File: config.mk
export PLATFORM = sky130hd
export DESIGN_NAME = mem_bus_sequencer
export DESIGN_NICKNAME = d
export VERILOG_FILES = /design/src/rtl/mem_bus_sequencer.sv
export SDC_FILE = /design/constraint.sdc
export NUM_CORES = 1
export LEC_CHECK = 0
export BUFFER_PORTS_ARGS = -buffer_cell sky130_fd_sc_hd__buf_4
export CORE_UTILIZATION = 52
export CTS_CLUSTER_SIZE = 20
export DETAILED_ROUTE_END_ITERATION = 12
export PLACE_DENSITY = 0.85
export SYNTH_ARGS = -nofsm -noshare
export SYNTH_HDL_FRONTEND = slang
export SYNTH_SLANG_ARGS = --single-unit
File: constraint.sdc
create_clock -name clk -period 10.15 [get_ports clk]
set_clock_uncertainty 0.1 [all_clocks]
set_input_delay 1.015 -clock clk [delete_from_list [all_inputs] [get_ports clk]]
set_output_delay 1.015 -clock clk [all_outputs]
set_load 0.05 [all_outputs]
File: src/rtl/mem_bus_sequencer.sv
// Shares one memory bus between the instruction-fetch and load/store ports.
// Data has fixed priority; one transaction at a time, held stable across stalls.
module mem_bus_sequencer #(
    parameter int unsigned TIMEOUT_CYCLES = 1024,
    parameter int unsigned TCW            = 11
) (
    input  logic        clk,
    input  logic        reset,
    input  logic        if_req,
    input  logic [31:0] if_addr,
    output logic [31:0] if_rdata,
    output logic        if_done,
    input  logic        d_req,
    input  logic        d_we,
    input  logic [31:0] d_addr,
    input  logic [31:0] d_wdata,
    input  logic [3:0]  d_be,
    output logic [31:0] d_rdata,
    output logic        d_done,
    output logic        bus_err,
    output logic        busy,
    output logic [31:0] address,
    output logic        read,
    output logic        write,
    output logic [31:0] writedata,
    output logic [3:0]  byteenable,
    input  logic        waitrequest,
    input  logic [31:0] readdata
);

    localparam bit             TO_EN   = (TIMEOUT_CYCLES != 0);
    localparam logic [TCW-1:0] TO_LAST = TCW'(TIMEOUT_CYCLES - 32'd1);

    typedef enum logic [1:0] {IDLE, BUS, RESP} state_t;
    typedef enum logic {GNT_FETCH, GNT_DATA} grant_t;

    state_t         state_q, state_d;
    grant_t         grant_q, grant_d;
    logic [TCW-1:0] cnt_q, cnt_d;

    logic [31:0] address_d, writedata_d, if_rdata_d, d_rdata_d;
    logic        read_d, write_d, if_done_d, d_done_d, bus_err_d, busy_d;
    logic [3:0]  byteenable_d;

    always_ff @(posedge clk or posedge reset) begin
        if (reset) begin
            state_q    <= IDLE;
            grant_q    <= GNT_FETCH;
            cnt_q      <= '0;
            address    <= '0;
            read       <= 1'b0;
            write      <= 1'b0;
            writedata  <= '0;
            byteenable <= '0;
            if_rdata   <= '0;
            d_rdata    <= '0;
            if_done    <= 1'b0;
            d_done     <= 1'b0;
            bus_err    <= 1'b0;
            busy       <= 1'b0;
        end else begin
            state_q    <= state_d;
            grant_q    <= grant_d;
            cnt_q      <= cnt_d;
            address    <= address_d;
            read       <= read_d;
            write      <= write_d;
            writedata  <= writedata_d;
            byteenable <= byteenable_d;
            if_rdata   <= if_rdata_d;
            d_rdata    <= d_rdata_d;
            if_done    <= if_done_d;
            d_done     <= d_done_d;
            bus_err    <= bus_err_d;
            busy       <= busy_d;
        end
    end

    // Next-state and next-value logic for every registered output.
    always_comb begin
        state_d      = state_q;
        grant_d      = grant_q;
        cnt_d        = cnt_q;
        address_d    = address;
        read_d       = read;
        write_d      = write;
        writedata_d  = writedata;
        byteenable_d = byteenable;
        if_rdata_d   = if_rdata;
        d_rdata_d    = d_rdata;
        if_done_d    = 1'b0;
        d_done_d     = 1'b0;
        bus_err_d    = bus_err;

        case (state_q)
            IDLE: begin
                bus_err_d = 1'b0;
                if (d_req) begin
                    grant_d      = GNT_DATA;
                    state_d      = BUS;
                    cnt_d        = '0;
                    address_d    = {d_addr[31:2], 2'b00};
                    read_d       = ~d_we;
                    write_d      = d_we;
                    byteenable_d = d_be;
                    writedata_d  = d_wdata;
                end else if (if_req) begin
                    grant_d      = GNT_FETCH;
                    state_d      = BUS;
                    cnt_d        = '0;
                    address_d    = {if_addr[31:2], 2'b00};
                    read_d       = 1'b1;
                    write_d      = 1'b0;
                    byteenable_d = 4'b1111;
                    writedata_d  = '0;
                end
            end
            BUS: begin
                if (!waitrequest) begin
                    if (read) begin
                        if (grant_q == GNT_DATA) d_rdata_d  = readdata;
                        else                     if_rdata_d = readdata;
                    end
                    read_d       = 1'b0;
                    write_d      = 1'b0;
                    byteenable_d = '0;
                    bus_err_d    = 1'b0;
                    state_d      = RESP;
                    if (grant_q == GNT_DATA) d_done_d  = 1'b1;
                    else                     if_done_d = 1'b1;
                end else if (TO_EN && (cnt_q == TO_LAST)) begin
                    // Slave never answered: abandon the cycle and flag it.
                    read_d    = 1'b0;
                    write_d   = 1'b0;
                    bus_err_d = 1'b1;
                    state_d   = RESP;
                    if (grant_q == GNT_DATA) begin
                        d_rdata_d = '0;
                        d_done_d  = 1'b1;
                    end else begin
                        if_rdata_d = '0;
                        if_done_d  = 1'b1;
                    end
                end else begin
                    cnt_d = cnt_q + TCW'(1);
                end
            end
            RESP: begin
                state_d   = IDLE;
                cnt_d     = '0;
                bus_err_d = 1'b0;
            end
            default: state_d = IDLE;
        endcase

        busy_d = (state_d != IDLE);
    end

endmodule

# Yosys cells after proc, flatten, opt, wreduce, memory -nomap -nowiden
# Cells that the tools add are included.
# W data, S select, Z words.
dict set report op_classes {
  n_addsub 1
  n_eq_ne 9
  muxes 48
  bitwise_logic 2
  n_reduce_logical 15
}
# operator count
set op_table {}
lappend op_table {{$mux W32} 14}
lappend op_table {{$mux W11} 4}
lappend op_table {{$pmux W11 S3} 1}
lappend op_table {{$mux W1} 17}
lappend op_table {{$mux W4} 3}
lappend op_table {{$reduce_and A4 Y1} 3}
lappend op_table {{$add A11 B1 Y11 const B} 1}
lappend op_table {{$eq A11 B10 Y1 const B} 1}
lappend op_table {{$reduce_bool A2 Y1} 5}
lappend op_table {{$mux W2} 4}
lappend op_table {{$pmux W4 S2} 1}
lappend op_table {{$ne A2 B2 Y1 const B} 3}
lappend op_table {{$ne A3 B3 Y1 const B} 2}
lappend op_table {{$pmux W1 S2} 3}
lappend op_table {{$reduce_and A3 Y1} 2}
lappend op_table {{$pmux W2 S2} 1}
lappend op_table {{$reduce_and A2 Y1} 2}
lappend op_table {{$reduce_bool A3 Y1} 1}
lappend op_table {{$eq A2 B1 Y1 const B} 1}
lappend op_table {{$eq A2 B2 Y1 const B} 1}
lappend op_table {{$logic_not A2 Y1} 1}
lappend op_table {{$ne A2 B1 Y1 const B} 1}
lappend op_table {{$not A1 Y1} 2}
lappend op_table {{$reduce_or A2 Y1} 1}
dict set report word_totals {
  register_bits 152
  inputBits 138
  output_inout_bits 138
  elab_cells 89
}

# Longest topological paths before layout
dict set report depth {
  ltp_word 5
  depth_mapped 7
  depth_no_buf 5
}

# Least setup slack after synthesis
# OpenSTA, ideal clock, no wires.
dict set report synth_timing {
  path_type {input-to-reg}
  startpoint {input port d_req}
  endpoint {register address[16]}
  setup_ns 0.135
  arrival_ns 2.033
  required_ns 9.915
  slack_ns 7.882
  cell_stages 5
  n_path_buf 3
  cell_sequence {buf_2 o21ai_1 buf_2 clkbuf_1 o21ai_0}
}
dict set report synth_via {
  elab_chain_cells 2
  elab_cells_between_ends 3
  classes_between {mux (1); reduce/logical (2)}
}
# item line
set synth_lines {}
lappend synth_lines {{start: declaration} 13} ;# input logic d_req,
lappend synth_lines {{$reduce_bool A2 Y1 (no source line)} --}
lappend synth_lines {{$reduce_and A2 Y1 (no source line)} --}
lappend synth_lines {{end signal: assignment} 65} ;# address <= address_d;
lappend synth_lines {{end: declaration} 22} ;# output logic [31:0] address,
# Several ways; a longest one is shown, not always the timed one.
# A chain may end at the register's enable or synchronous reset.

# Worst setup path after layout
dict set report layout_timing {
  startpoint {register read}
  endpoint {register d_rdata[23]}
}
dict set report layout_via {
  elab_chain_cells 2
}
# item line
set layout_lines {}
lappend layout_lines {{start: declaration} 23} ;# output logic read,
lappend layout_lines {{start signal: assignment} 66} ;# read <= read_d;
lappend layout_lines {{$reduce_bool A2 Y1 (no source line)} --}
lappend layout_lines {{$reduce_and A4 Y1 (no source line)} --}
lappend layout_lines {{end signal: assignment} 71} ;# d_rdata <= d_rdata_d;
lappend layout_lines {{end: declaration} 18} ;# output logic [31:0] d_rdata,
# Every way passes these cells.

==> qor.yml <==
rsz0062_at_grt: "no"
finalCritPeriodShare_pct: 26.4
slew_viol_final: 0
overflow: 0
yosysSeqAreaShare_pct: 55.7
synthTopCellsByArea: "dfrtp_1, o21ai_0, mux2i_1, nand2_1, a22o_1"
post_cts_buffers: 0
wl_mm: 19.8
path_clk_slew_ps: 60
die_x_um: 116
cp-start-kind: "flip-flop"
setup_viol: 0
grt_pass1_vias: 5993
coreArea_mm2: 0.0126
drt_pass1_iterations: 5
clk_latency_ps: 420
clkPwrFrac_pct: 18.3
yosys_warnings: 0
crit_path_cell_trace: "clkinv_1 > nor3_1 > a22oi_1 > o2bb2ai_1"
ys_seq_elements: 150
hold_slack_ps: 382
path_max_fanout: 25
ys_types: 52
initial_core_util_pct: 53.4
min_period_ps: 2680
drc_errors: 0
post_cts_resized: 0
portBuffers: 269
switchingPower_uw: 1690
hold_viol: 0
finish.net_count: 1019
cts.sinks: 150
tightest_slew_ps: 1150
crit_buf_inv: 1
chipHeight_um: 116
synth_top_area_share_pct: 55.7
synth_cells: 641
cts_root_buf: "clkbuf_16"
place.gp.congestion: 0.868
max-cap-violations: 0
endpoint_kind: "flip-flop"
clock_path_buffers: 2
ir_worst_vdd_uv: 234
drtIter0Drc: 434
avgViaCountPerCell: 5.79
critPathMaxStageDelay_ps: 1120
drive_gt1_share_pct: 36.0
cts_tree: "done"
yosysTopAreaCell: "dfrtp_1"
ys.flop_type: "dfrtp_1"
critPathSlowestCell: "nor3_1"
numCtsBuffers: 17
dieArea_mm2: 0.0134
finalPower_uw: 3490
max_freq_ghz: 0.373
place_hpwl_mm: 14.0
min_path_type: "reg -> reg"
synth_most_common_cell: "dfrtp_1"
row_count: 41
worstPathRequired_ps: 10380
slew-limit-headroom_pct: 22.9
p_seq_share_pct: 28.9
io_pins: 276
stdcell_area_mm2: 0.00938
ctsHoldBuffers: 0
setup_tns_ps: 0
syn_area_mm2: 0.00674
grt_max_degree: 103
p_per_area_mw_per_mm2: 372
grt_util_all_layers_pct: 30.2
crit_type: "reg -> reg"
post_drt_wl_per_cell_um: 18.6
diodes: 0
areaGrowthSynthToFinish_pct: 39.2
r2r_slack_ps: 7470
status: "finished, final reports clean"
p_int_uw: 1800
drtAntennaViolNets: 0
avgSynthCellArea_um2: 10.5
leakage_uw: 0.00468
antenna_found_initial: 0
grt_pass1_wl_mm: 30.6
arrival_ps: 2920
synth_edf_count: 0
post_dp_cell_area_mm2: 0.00878
async_flop_share_pct: 100
cts_htree_levels: 4
synthTopCellsByCount: "dfrtp_1, nand2_1, o21ai_0"
crit_family: "simple AND/OR/NAND/NOR gates"
via_count: 6152
combPwrFrac_pct: 52.8
sw_frac_of_total_pct: 48.5
==> final timing paths <==
kind | start | to | cells past startpoint
max reg2reg | read$_DFFE_PP0P_ | d_rdata[23]$_DFFE_PP0P_ | 4
max in group asynchronous | reset | d_rdata[3]$_DFFE_PP0P_ | 3
min in group asynchronous | reset | address[27]$_DFFE_PP0P_ | 2
max | read$_DFFE_PP0P_ | d_rdata[23]$_DFFE_PP0P_ | 4
min reg2reg | address[17]$_DFFE_PP0P_ | address[17]$_DFFE_PP0P_ | 2
min | address[17]$_DFFE_PP0P_ | address[17]$_DFFE_PP0P_ | 2
==> worst reg2reg max path: cells and delay by family, from the launching register on <==
family,cells,cell delay [ps]
DFF,1,380
AOI/OAI and AO/OA,2,420
buffers and inverters,1,570
and+or+nand+nor,1,1130
==> cells by family after synthesis <==
kind of cell	synth area share, %
buf+inv	4.46
compound gates	22.4
simple gates	12.4
fa+ha+maj	0.186
mux	4.76
flops	55.7
other cells	0.0557
==> routing by layer <==
metal	global-route usage, %	vias up	part of all wire (%)
met4	14.0	0	3.4
met1	35.3	2991	37
met2	50.0	306	50
met3	10.5	45	9.6
li1	-	2810	-
met5	0	-	0
==> placed cells by master, fill, tap and decap left out, drive strengths merged, types with 2 or more instances in the layout <==
cell type / count
a21o: 3
a21oi: 50
a22o: 32
a22oi: 23
a31oi: 4
and2: 2
and3: 43
and4: 3
buf: 275
bufinv: 3
clkbuf: 22
clkinv: 4
clkinvlp: 2
conb: 2
dfrtp: 150
inv: 9
mux2i: 32
nand2: 83
nand2b: 2
nand3: 4
nand4: 2
nor2: 5
nor2b: 2
nor3: 4
nor3b: 7
nor4: 2
o21a: 2
o21ai: 79
o2bb2ai: 22
o31ai: 2
o41ai: 3
==> sequential cells by signal, indices dropped and copies added (netlist names) <==
register and cells:
grant_q 1, d_rdata 32, byteenable 4, bus_err 1, cnt_q 11, if_rdata 32
read 1, d_done 1, address 30, writedata 32, busy 1, if_done 1
write 1, state_q 2
==> power by group through the flow <==
stage / Combinational [uW] / Clock, uW / Sequential [uW]
detailed placement: 1840 / 0 / 1010
finish: 1840 / 638 / 1010
floorplan: 536 / 0 / 1730
global route: 1940 / 673 / 1030
global placement: 1800 / 0 / 994
CTS: 1840 / 646 / 1010
==> metrics by stage <==
step / worst slack, ps / std cells / utilization (%)
global placement: 7410 / 1033 / 69.6
floorplan: 5000 / 642 / -
finish: 7470 / 1063 / 74.3
detailed placement: 7300 / 1033 / 69.6
global route: 7250 / 1063 / 74.3
CTS: 7540 / 1063 / 74.3
==> final cells by class <==
class	count	area, um^2
flip-flops and latches	150	3750
fillers	899	3240
multi-input cells	426	2700
repair buffers	275	2060
clock buffers	22	474
well taps	172	215
clock inverters	8	124
inverters	10	42.5
(Power assumes the default switching activity.)
